`src/rtl/store_align_if.sv`:
```
// Store-path bundle between the execute stage, the aligner and the data-memory write port.
// The master modport is the environment side; the slave modport is the aligner side.
interface store_align_if #(
    parameter int DATA_WIDTH = 32,
    parameter int ADDR_WIDTH = 32
);
    logic                    req_valid;
    logic                    req_ready;
    logic [ADDR_WIDTH-1:0]   req_addr;
    logic [DATA_WIDTH-1:0]   req_data;
    logic [2:0]              st_op;
    logic                    mem_valid;
    logic                    mem_ready;
    logic [ADDR_WIDTH-1:0]   mem_addr;
    logic [DATA_WIDTH-1:0]   mem_wdata;
    logic [DATA_WIDTH/8-1:0] mem_wstrb;
    logic                    done;
    logic                    err;

    modport master (
        output req_valid, req_addr, req_data, st_op, mem_ready,
        input  req_ready, mem_valid, mem_addr, mem_wdata, mem_wstrb, done, err
    );

    modport slave (
        input  req_valid, req_addr, req_data, st_op, mem_ready,
        output req_ready, mem_valid, mem_addr, mem_wdata, mem_wstrb, done, err
    );
endinterface

```
`src/rtl/store_align.sv`:
```
// Store byte-lane aligner: truncates, lane-shifts and issues one or two strobed write beats.
// Define STORE_MISALIGNED_SPLIT_EN to split misaligned stores across two words instead of erroring.
module store_align #(
    parameter int DATA_WIDTH = 32,
    parameter int ADDR_WIDTH = 32
) (
    input logic          clk,
    input logic          rst,
    store_align_if.slave bus
);
    localparam int STRB_WIDTH = DATA_WIDTH / 8;
    localparam logic [2:0] ST_B = 3'b000;
    localparam logic [2:0] ST_H = 3'b001;
    localparam logic [2:0] ST_W = 3'b010;

`ifdef STORE_MISALIGNED_SPLIT_EN
    typedef enum logic [1:0] {IDLE = 2'd0, BEAT0 = 2'd1, BEAT1 = 2'd2} state_t;
`else
    typedef enum logic [1:0] {IDLE = 2'd0, BEAT0 = 2'd1} state_t;
`endif

    state_t                  state_q, state_d;
    logic [ADDR_WIDTH-1:0]   mem_addr_q, mem_addr_d;
    logic [DATA_WIDTH-1:0]   mem_wdata_q, mem_wdata_d;
    logic [STRB_WIDTH-1:0]   mem_wstrb_q, mem_wstrb_d;
    logic                    done_q, done_d;
    logic                    err_q, err_d;

    logic [1:0]              off;
    logic [3:0]              m;
    logic                    legal;
    logic                    unsupported;
    logic                    split;
    logic [DATA_WIDTH-1:0]   byte_mask;
    logic [7:0]              strb_wide;
    logic [ADDR_WIDTH-1:0]   base_addr;

`ifdef STORE_MISALIGNED_SPLIT_EN
    logic [2*DATA_WIDTH-1:0] lane_wide;
    logic [ADDR_WIDTH-1:0]   hi_addr_q, hi_addr_d;
    logic [DATA_WIDTH-1:0]   hi_wdata_q, hi_wdata_d;
    logic [STRB_WIDTH-1:0]   hi_wstrb_q, hi_wstrb_d;
    logic                    split_q, split_d;
`else
    logic [DATA_WIDTH-1:0]   lane_wide;
`endif

    // Lane arithmetic for the request currently presented on the input side.
    always_comb begin
        off       = bus.req_addr[1:0];
        m         = 4'b0000;
        legal     = 1'b1;
        case (bus.st_op)
            ST_B:    m = 4'b0001;
            ST_H:    m = 4'b0011;
            ST_W:    m = 4'b1111;
            default: legal = 1'b0;
        endcase
        byte_mask = {{8{m[3]}}, {8{m[2]}}, {8{m[1]}}, {8{m[0]}}};
        strb_wide = {4'b0000, m} << off;
        split     = |strb_wide[7:4];
        base_addr = {bus.req_addr[ADDR_WIDTH-1:2], 2'b00};
`ifdef STORE_MISALIGNED_SPLIT_EN
        lane_wide   = {{DATA_WIDTH{1'b0}}, bus.req_data & byte_mask} << {off, 3'b000};
        unsupported = 1'b0;
`else
        lane_wide   = (bus.req_data & byte_mask) << {off, 3'b000};
        // Any split covers misaligned W and H at offset 3; H at offset 1 stays in-word but is still misaligned.
        unsupported = split || (bus.st_op == ST_H && off[0]);
`endif
    end

    always_comb begin
        state_d     = state_q;
        mem_addr_d  = mem_addr_q;
        mem_wdata_d = mem_wdata_q;
        mem_wstrb_d = mem_wstrb_q;
        done_d      = 1'b0;
        err_d       = 1'b0;
`ifdef STORE_MISALIGNED_SPLIT_EN
        hi_addr_d   = hi_addr_q;
        hi_wdata_d  = hi_wdata_q;
        hi_wstrb_d  = hi_wstrb_q;
        split_d     = split_q;
`endif
        case (state_q)
            IDLE: begin
                if (bus.req_valid) begin
                    if (legal && !unsupported) begin
                        state_d     = BEAT0;
                        mem_addr_d  = base_addr;
                        mem_wdata_d = lane_wide[DATA_WIDTH-1:0];
                        mem_wstrb_d = strb_wide[3:0];
`ifdef STORE_MISALIGNED_SPLIT_EN
                        hi_addr_d   = base_addr + ADDR_WIDTH'(4);
                        hi_wdata_d  = lane_wide[2*DATA_WIDTH-1:DATA_WIDTH];
                        hi_wstrb_d  = strb_wide[7:4];
                        split_d     = split;
`endif
                    end else begin
                        err_d = 1'b1;
                    end
                end
            end
            BEAT0: begin
                if (bus.mem_ready) begin
`ifdef STORE_MISALIGNED_SPLIT_EN
                    if (split_q) begin
                        state_d     = BEAT1;
                        mem_addr_d  = hi_addr_q;
                        mem_wdata_d = hi_wdata_q;
                        mem_wstrb_d = hi_wstrb_q;
                    end else begin
                        state_d     = IDLE;
                        done_d      = 1'b1;
                        mem_addr_d  = '0;
                        mem_wdata_d = '0;
                        mem_wstrb_d = '0;
                    end
`else
                    state_d     = IDLE;
                    done_d      = 1'b1;
                    mem_addr_d  = '0;
                    mem_wdata_d = '0;
                    mem_wstrb_d = '0;
`endif
                end
            end
`ifdef STORE_MISALIGNED_SPLIT_EN
            BEAT1: begin
                if (bus.mem_ready) begin
                    state_d     = IDLE;
                    done_d      = 1'b1;
                    mem_addr_d  = '0;
                    mem_wdata_d = '0;
                    mem_wstrb_d = '0;
                end
            end
`endif
            default: begin
                state_d     = IDLE;
                mem_addr_d  = '0;
                mem_wdata_d = '0;
                mem_wstrb_d = '0;
            end
        endcase
    end

    always_ff @(posedge clk) begin
        if (rst) begin
            state_q     <= IDLE;
            mem_addr_q  <= '0;
            mem_wdata_q <= '0;
            mem_wstrb_q <= '0;
            done_q      <= 1'b0;
            err_q       <= 1'b0;
`ifdef STORE_MISALIGNED_SPLIT_EN
            hi_addr_q   <= '0;
            hi_wdata_q  <= '0;
            hi_wstrb_q  <= '0;
            split_q     <= 1'b0;
`endif
        end else begin
            state_q     <= state_d;
            mem_addr_q  <= mem_addr_d;
            mem_wdata_q <= mem_wdata_d;
            mem_wstrb_q <= mem_wstrb_d;
            done_q      <= done_d;
            err_q       <= err_d;
`ifdef STORE_MISALIGNED_SPLIT_EN
            hi_addr_q   <= hi_addr_d;
            hi_wdata_q  <= hi_wdata_d;
            hi_wstrb_q  <= hi_wstrb_d;
            split_q     <= split_d;
`endif
        end
    end

    assign bus.req_ready = (state_q == IDLE);
    assign bus.mem_valid = (state_q != IDLE);
    assign bus.mem_addr  = mem_addr_q;
    assign bus.mem_wdata = mem_wdata_q;
    assign bus.mem_wstrb = mem_wstrb_q;
    assign bus.done      = done_q;
    assign bus.err       = err_q;
endmodule

```
`src/flat_wrapper.sv`:
```
// flat-port wrapper written by rule: the top's interface ports become plain ports
module store_align_flat 
#(
    parameter int DATA_WIDTH = 32,
    parameter int ADDR_WIDTH = 32
)
  (clk, rst, bus_req_valid, bus_req_addr, bus_req_data, bus_st_op, bus_mem_ready, bus_req_ready, bus_mem_valid, bus_mem_addr, bus_mem_wdata, bus_mem_wstrb, bus_done, bus_err);
  store_align_if #(.DATA_WIDTH(DATA_WIDTH), .ADDR_WIDTH(ADDR_WIDTH)) bus_i ();
  input logic clk;
  input logic rst;
  input wire logic [$bits(bus_i.req_valid)-1:0] bus_req_valid;
  input wire logic [$bits(bus_i.req_addr)-1:0] bus_req_addr;
  input wire logic [$bits(bus_i.req_data)-1:0] bus_req_data;
  input wire logic [$bits(bus_i.st_op)-1:0] bus_st_op;
  input wire logic [$bits(bus_i.mem_ready)-1:0] bus_mem_ready;
  output wire logic [$bits(bus_i.req_ready)-1:0] bus_req_ready;
  output wire logic [$bits(bus_i.mem_valid)-1:0] bus_mem_valid;
  output wire logic [$bits(bus_i.mem_addr)-1:0] bus_mem_addr;
  output wire logic [$bits(bus_i.mem_wdata)-1:0] bus_mem_wdata;
  output wire logic [$bits(bus_i.mem_wstrb)-1:0] bus_mem_wstrb;
  output wire logic [$bits(bus_i.done)-1:0] bus_done;
  output wire logic [$bits(bus_i.err)-1:0] bus_err;
  assign bus_i.req_valid = bus_req_valid;
  assign bus_i.req_addr = bus_req_addr;
  assign bus_i.req_data = bus_req_data;
  assign bus_i.st_op = bus_st_op;
  assign bus_i.mem_ready = bus_mem_ready;
  assign bus_req_ready = bus_i.req_ready;
  assign bus_mem_valid = bus_i.mem_valid;
  assign bus_mem_addr = bus_i.mem_addr;
  assign bus_mem_wdata = bus_i.mem_wdata;
  assign bus_mem_wstrb = bus_i.mem_wstrb;
  assign bus_done = bus_i.done;
  assign bus_err = bus_i.err;
  store_align #(.DATA_WIDTH(DATA_WIDTH), .ADDR_WIDTH(ADDR_WIDTH)) u_core (.clk(clk), .rst(rst), .bus(bus_i));
endmodule
```
`config.mk`:
```
export PLATFORM = sky130hd
export DESIGN_NAME = store_align_flat
export DESIGN_NICKNAME = d
export VERILOG_FILES = /design/src/rtl/store_align_if.sv /design/src/rtl/store_align.sv /design/src/flat_wrapper.sv
export SDC_FILE = /design/constraint.sdc
export NUM_CORES = 1
export LEC_CHECK = 0
export ABC_AREA = 1
export BUFFER_PORTS_ARGS = -buffer_cell sky130_fd_sc_hd__buf_2
export CORE_ASPECT_RATIO = 0.9
export CORE_MARGIN = 3
export CORE_UTILIZATION = 51
export DETAILED_ROUTE_END_ITERATION = 16
export HOLD_SLACK_MARGIN = 0.1
export PLACE_DENSITY = 0.85
export SLEW_MARGIN = 0
export SYNTH_ARGS = -nofsm -noshare
export SYNTH_HDL_FRONTEND = slang
export SYNTH_SLANG_ARGS = --single-unit
```
`constraint.sdc`:
```
create_clock -name clk -period 3 [get_ports clk]
set_input_delay 0.15 -clock clk [delete_from_list [all_inputs] [get_ports clk]]
set_output_delay 0.15 -clock clk [all_outputs]
set_load 0.01 [all_outputs]
```
==> results.ini, run 1 <==
[run_status]
status=finished, final reports clean

[route]
ant_nets=0
vias=3931
drc=0
vias_per_cell=5.640
wl_per_cell_um=15.55
wl_um=10840
firstDrtPassIters=5
initialDrtViolationCount=455

[critical_path]
crit_chain=dlygate4sd3_1, buf_2, nand2_2, nand3_1, a21oi_1
crit_type=in -> reg
max_stage_delay_ns=0.87
crit_slowest_cell=nand2_2
cp.required_ns=3.26
cp_top_family=simple AND/OR/NAND/NOR gates
critPathLaunchType=primary input
end_kind=flop
cp.arrival_ns=2.17
worst-path-buf-inv=2
crit_fanout=67

[floorplan]
initial_utilization_pct=54.73
ios=143
die_x_um=90.03
rows=26
die_y_um=81.62
coreArea_um2=5921
die-area_um2=7348

[power]
power.internal_uw=1566
power.share.sequential_pct=44.9
cellPowerDensity_nw_per_um2=478.4
power_frac_comb_pct=15.4
clkPwrFrac_pct=39.7
p_sw_uw=565.7
p_sw_share_pct=26.54
peakVddDrop_mv=0.3111
p_leak_uw=0.002054

[logic_synthesis]
syn_inst=458
synth_area_per_cell_um2=7.076
ys_seq_area_share_pct=42.63
ys_types=23
yosys_warnings=0
synth_area_um2=3241
ys_ff_latch=69

[clocking]
cts.clk_slew.worst_paths_ns=0.07
postCtsSetupBuffers=0
hold_buffers=36
insertion_delay_ns=0.35
clock_path_buffers=2
cts_tree=built
clock-sinks=69
cts_buffers=9
post_cts_resize_count=0
cts-htree-levels=3
cts_root_buffer=clkbuf_8

[final_layout]
final_common_cell=nand3_1
diodes=0
mostFrequentLayoutCells=nand3_1 (141), buf_2 (140), nand2_1 (101)
fin_nets=679
final_util_pct=75.25
synthToLayoutAreaGrowth_pct=37.49
drive_gt1_share_pct=27.90

[min_path]
min_path_type=in -> reg

[timing]
fin_setup_tns_ns=0
rsz0062_at_grt=no
maxSlewHeadroom_pct=18.54
max_freq_ghz=0.5220
finClkSkew_ns=0.006802
slew_violations=0
worstMarginPinSlew_ns=1.218
finalCriticalPeriod_ns=1.916
finalCritPeriodShare_pct=63.86
setup_violations=0
finalHoldViolations=0

[placed_design]
place_congestion=0.9067
io_buffers=140
dpl.hpwl_um=6730

[global_routing]
grt_pass1_vias=3613
grt_usage_pct=29.20
gr-total-overflow=0
antenna_found_initial=0
grt_max_degree=68
grt_first_pass_wirelength_um=17110

[run]
drv_cap=0

[per-stage QoR]
| stage | power, uW | instance area, um^2 | setup WS [ns] | hold WS (ns) | instances |
|---|---|---|---|---|---|
| final | 2132 | 4456 | 1.084 | 0.1100 | 697 |
| after global placement | 1250 | 3871 | 1.090 | 0.4057 | 645 |
| after floorplan | 1154 | 3244 | 1.679 | 0.2974 | 459 |
| after CTS | 2125 | 4456 | 1.159 | 0.1006 | 697 |
| after detailed placement | 1257 | 3871 | 0.9733 | 0.4140 | 645 |
| after global routing | 2215 | 4456 | 0.9655 | 0.1204 | 697 |
[power by group through the flow]
| stage | Combinational [uW] | Clock, uW | Sequential [uW] |
|---|---|---|---|
| CTS | 317 | 852 | 956 |
| floorplan | 164 | 0 | 990 |
| detailed placement | 280 | 0 | 977 |
| global route | 358 | 898 | 959 |
| global placement | 274 | 0 | 977 |
| finish | 328 | 847 | 957 |
[worst register-to-register path: cells and delay by family, from the launching register on]
family,cells,cell delay (ns)
and+or+nand+nor,2,1.08
DFF,1,0.34
AOI/OAI and AO/OA,1,0.26
[cell families (layout without fill, tap and decap cells)]
group / after synthesis / in the layout / share of synthesized area, %
buf+inv: 54 / 208 / 8.764
compound gates: 73 / 73 / 12.20
other cells: 1 / 2 / 0.1157
flops: 69 / 69 / 42.63
simple gates: 261 / 261 / 36.29
[registers in the layout, summed over array words and instances (netlist names)]
name / flops
u_core.bus.done: 1
u_core.bus.err: 1
u_core.bus.mem_addr: 30
u_core.bus.mem_wdata: 32
u_core.bus.mem_wstrb: 4
u_core.state_q: 1
[final cells by class]
class	count	area, um^2
Inverter	10	37.54
Clock inverter	6	86.33
Clock buffer	10	137.6
Sequential cell	69	1381
Timing Repair Buffer	182	1119
Tap cell	84	105.1
Fill cell	447	1465
Multi-Input combinational cell	336	1589
[path summary, 6_finish.rpt]
kind	startpoint	endpoint	slack, ns	depth (start not counted)
max reg2reg	u_core.state_q[0]	u_core.bus.mem_addr[16]	1.21	3
max	bus_mem_ready	u_core.bus.mem_addr[16]	1.08	5
min reg2reg	u_core.bus.mem_addr[31]	u_core.bus.mem_addr[31]	0.48	2
min	bus_req_data[6]	u_core.bus.mem_wdata[6]	0.11	3
[synth_stat cells]
cell      number  area share (%)
buf_4          7             1.6
nand4_1        2            0.39
nand2_1      102              12
buf_1          7            0.81
clkbuf_1      16             1.9
inv_2          1            0.12
conb_1         1            0.12
o211ai_2       1            0.39
a21oi_1       67              10
nand2_2        2            0.39
nand3_2        1            0.31
o21a_1         2            0.46
nor3_1         1            0.15
a21oi_4        1            0.50
buf_6          6             2.1
inv_1          9             1.0
nor2_1        11             1.3
a21oi_2        1            0.27
or2_2          1            0.19
o31ai_1        1            0.23
nand3_1      141              22
dfxtp_1       69              43
buf_2          8             1.2
[routing by layer]
| metal | up-vias | track usage (%) | wire length [um] |
|---|---|---|---|
| li1 | 1851 | - | - |
| met2 | 253 | 51.08 | 5181 |
| met3 | 52 | 8.059 | 1012 |
| met4 | 0 | 14.83 | 457 |
| met5 | - | 0 | 0 |
| met1 | 1775 | 33.37 | 4190 |
Note: power is estimated with default switching activity, not from simulation.
==> run 2: changes to the inputs <==
--- a/config.mk
+++ b/config.mk
@@ -5,14 +5,14 @@
 export SDC_FILE = /design/constraint.sdc
 export NUM_CORES = 1
 export LEC_CHECK = 0
-export ABC_AREA = 1
+export ABC_AREA = 0
 export BUFFER_PORTS_ARGS = -buffer_cell sky130_fd_sc_hd__buf_2
 export CORE_ASPECT_RATIO = 0.9
 export CORE_MARGIN = 3
-export CORE_UTILIZATION = 51
+export CORE_UTILIZATION = 45
 export DETAILED_ROUTE_END_ITERATION = 16
 export HOLD_SLACK_MARGIN = 0.1
-export PLACE_DENSITY = 0.85
+export PLACE_DENSITY = 0.79
 export SLEW_MARGIN = 0
 export SYNTH_ARGS = -nofsm -noshare
 export SYNTH_HDL_FRONTEND = slang
==> constraint.sdc (replaced) <==
create_clock -name clk -period 2 [get_ports clk]
set_input_delay 0.1 -clock clk [delete_from_list [all_inputs] [get_ports clk]]
set_output_delay 0.1 -clock clk [all_outputs]
set_load 0.01 [all_outputs]
==> run 2 against run 1 <==
Compared with the run above:
- design area down 3.8%
- critical path depth up 1
- non-clock buffer count up 17
- critical endpoint is now u_core.bus.mem_wdata[17]
- die area down 1.6%
- worst hold slack better by 0.087 ns
- register-to-register slack worse by 0.83 ns
- highest routed layer unchanged
- via count down 25%
- first-iteration DRC count down 32%
- global-route usage down 4.4 points
- total power up 51%
==> results.ini, run 2 <==
[floorplan]
initial_utilization_pct=47.97  ; -6.8 points
rows=26  ; unchanged
ios=143  ; unchanged
coreArea_um2=5856  ; -1.1%
die-area_um2=7227  ; -1.6%
die_x_um=89.28  ; -0.83%
die_y_um=80.95  ; -0.82%

[logic_synthesis]
synth_top_area_share_pct=49.18  ; +6.6 points
syn_inst=272  ; -41%
yosys.area.top_type=dfxtp_1
yosys.area_share.simple_pct=9.443  ; -27 points
ys_ff_latch=69  ; unchanged
synth_area_per_cell_um2=10.33  ; +46%
yosys.area_share.adder_pct=0  ; unchanged
ys_seq_area_share_pct=49.18  ; +6.6 points
synthFlopType=dfxtp_1
synth_area_um2=2809  ; -13%
synth_top_family_by_area=compound AO/OA/AOI/OAI gates
synth.most_common_cell=dfxtp_1
synth_compound_area_share_pct=31.14  ; +19 points
synth.area.top_cells=dfxtp_1 (49%), a22o_1 (16%), mux2i_1 (3.9%)
synth_edf_count=0  ; unchanged
yosys_warnings=0  ; unchanged
synthXorXnorAreaFrac_pct=0.3118  ; +0.31 points
async_flop_share_pct=0  ; unchanged
synth.mux.area_fraction_pct=3.920  ; +3.9 points
ys_types=39  ; +70%
synth.top_cells.by_count=dfxtp_1 (69), a22o_1 (50), nor2_1 (25), o21ai_0 (17)

[final_layout]
final_util_pct=73.18  ; -2.1 points
fill_cells=417  ; -6.7%
final_cells=531  ; -24%
fin_nets=526  ; -23%
synthToLayoutAreaGrowth_pct=52.56
largest_reg_flops=32  ; unchanged
mostFrequentLayoutCells=buf_2 (140), dfxtp_1 (69), dlygate4sd3_1 (54)
drive_gt1_share_pct=37.83  ; +9.9 points
final_common_cell=buf_2

[power]
clkPwrFrac_pct=41.8  ; +2.1 points
p_leak_uw=0.002057  ; +0.14%
peakVddDrop_mv=0.5279  ; +70%
p_sw_uw=760.8  ; +35%
cellPowerDensity_nw_per_um2=752.6  ; +57%
power.share.sequential_pct=44.3  ; -0.6 points
power_frac_comb_pct=13.9  ; -1.5 points
power.internal_uw=2464  ; +57%
p_sw_share_pct=23.59  ; -2.9 points

[run_status]
status=finished, final reports clean

[route]
wl_per_cell_um=16.74  ; +7.6%
vias_per_cell=5.576  ; -1.1%
firstDrtPassIters=7  ; +2
initialDrtViolationCount=310  ; -32%
wl_um=8888  ; -18%
drc=0  ; unchanged
ant_nets=0  ; unchanged
vias=2961  ; -25%

[placed_design]
io_buffers=140  ; unchanged
place_congestion=0.8825  ; -2.7%
dp_cells=460  ; -29%
dpl.hpwl_um=5677  ; -16%

[critical_path]
r2r-start=u_core.state_q[0]
crit_fanout=19  ; -72%
end_kind=flop
r2r_end=u_core.bus.mem_addr[11]
cp.required_ns=2.26  ; -1.00 ns
startpoint=bus_st_op[1]
rr_worst_depth=4  ; +1
rrSetupSlack_ns=0.38  ; -0.83 ns
critPathLaunchType=primary input
crit_type=in -> reg
cp.arrival_ns=2.17  ; about the same

[clocking]
postCtsSetupBuffers=0  ; unchanged
post_cts_resize_count=0  ; unchanged
clock_path_buffers=2  ; unchanged
cts.clk_slew.worst_paths_ns=0.08  ; about the same
insertion_delay_ns=0.34  ; about the same
clock-sinks=69  ; unchanged
hold_buffers=54  ; +50%
cts-htree-levels=3  ; unchanged
cts_root_buffer=clkbuf_8
cts_buffers=9  ; unchanged
cts_tree=built

[timing]
setup_violations=0  ; unchanged
max_freq_ghz=0.5250
finClkSkew_ns=0.009194  ; +0.002392 ns
worstMarginPinSlew_ns=0.6334  ; -0.5842 ns
finalCritPeriodShare_pct=95.24
maxSlewHeadroom_pct=57.69  ; +39 points
slew_violations=0  ; unchanged
finalCriticalPeriod_ns=1.905
fin_setup_tns_ns=0  ; unchanged
finalHoldViolations=0  ; unchanged
rsz0062_at_grt=no

[min_path]
min_path_type=in -> reg
min_path_cells=4  ; +1
min_from=bus_req_valid
min_to=u_core.bus.err

[global_routing]
grt_max_degree=59  ; -13%
grt_pass1_vias=2774  ; -23%
grt_first_pass_wirelength_um=13720  ; -20%
antenna_found_initial=0  ; unchanged
gr-total-overflow=0  ; unchanged
grt_usage_pct=24.83  ; -4.4 points

[run]
drv_cap=0  ; unchanged

[run 2: changes by cell type in the layout (fill, tap and decap cells not counted), moves of 3 or more]
cell           previous run  this run
a22o_1                    0        50
mux2i_1                   0        11
nor2_1                   11        25
a222oi_1                  0         6
inv_1                     9         1
dlygate4sd3_1            36        54
nand3_1                 141         2
nand2_1                 101        11
a21oi_1                  67         2
a32oi_1                   0         8
nand2_2                   3         0
o2bb2ai_1                 0         6
o21ai_0                   0        17
a31o_2                    0         8
[run 2: per-layer routing]
layer / vias up / track usage [%] / share of wire, % / routed length (um)
met5: - / 0 / 0 / 0
li1: 1400 / - / - / -
met1: 1379 / 32.45 / 42 / 3771
met3: 28 / 6.491 / 7.8 / 692
met2: 154 / 39.54 / 47 / 4206
met4: 0 / 8.780 / 2.5 / 218
[run 2: worst max path at each step]
stage,end,slack [ns]
4_1_cts,u_core.bus.mem_wdata[23],0.20
6_report,u_core.bus.mem_wdata[17],0.1
3_5_place_dp,u_core.bus.mem_addr[7],0.38
3_3_place_gp,u_core.bus.mem_wdata[23],0.42
5_1_grt,u_core.bus.mem_wdata[23],0.03
2_1_floorplan,u_core.bus.mem_addr[27],0.40
[run 2: logic make-up after synthesis]
logic type,count (synthesis)
simple gates,54
mux,11
other cells,1
compound gates,107
flops,69
buf+inv,29
xor+xnor,1
[run 2: worst max-delay path, cell delays in order]
cell	delay (ns)
buf_2	0.29
or4b_1	0.49
nor2_1	0.36
a222oi_1	0.16
dlygate4sd3_1	0.60
o2bb2ai_1	0.17
[run 2: power by group through the flow]
stage | registers [uW] | logic (uW) | clock network [uW]
global placement | 1460 | 350 | 0
finish | 1430 | 449 | 1350
floorplan | 1480 | 188 | 0
CTS | 1430 | 439 | 1380
detailed placement | 1460 | 354 | 0
global route | 1430 | 487 | 1430
[run 2: metrics by stage]
step / area, um^2 / hold WS (ns) / power [uW] / setup WS [ns]
after floorplan: 2813 / 0.2240 / 1665 / 0.4006
after global placement: 3503 / 0.3092 / 1809 / 0.4203
after detailed placement: 3503 / 0.3139 / 1814 / 0.3831
after CTS: 4283 / 0.1527 / 3246 / 0.1985
after global routing: 4283 / 0.2004 / 3351 / 0.02812
final: 4285 / 0.1969 / 3225 / 0.09524
[run 2: layout make-up]
class	instances	area, um^2	share of cell area, %
sequential	69	1381	32.23
clock inverter	6	111.4	2.599
multi-input combinational	175	1267	29.58
inverter	1	3.754	0.08759
clock buffer	10	127.6	2.978
antenna	1	2.502	0.05839
timing repair buffer	199	1304	30.42
tap	70	87.58	2.044
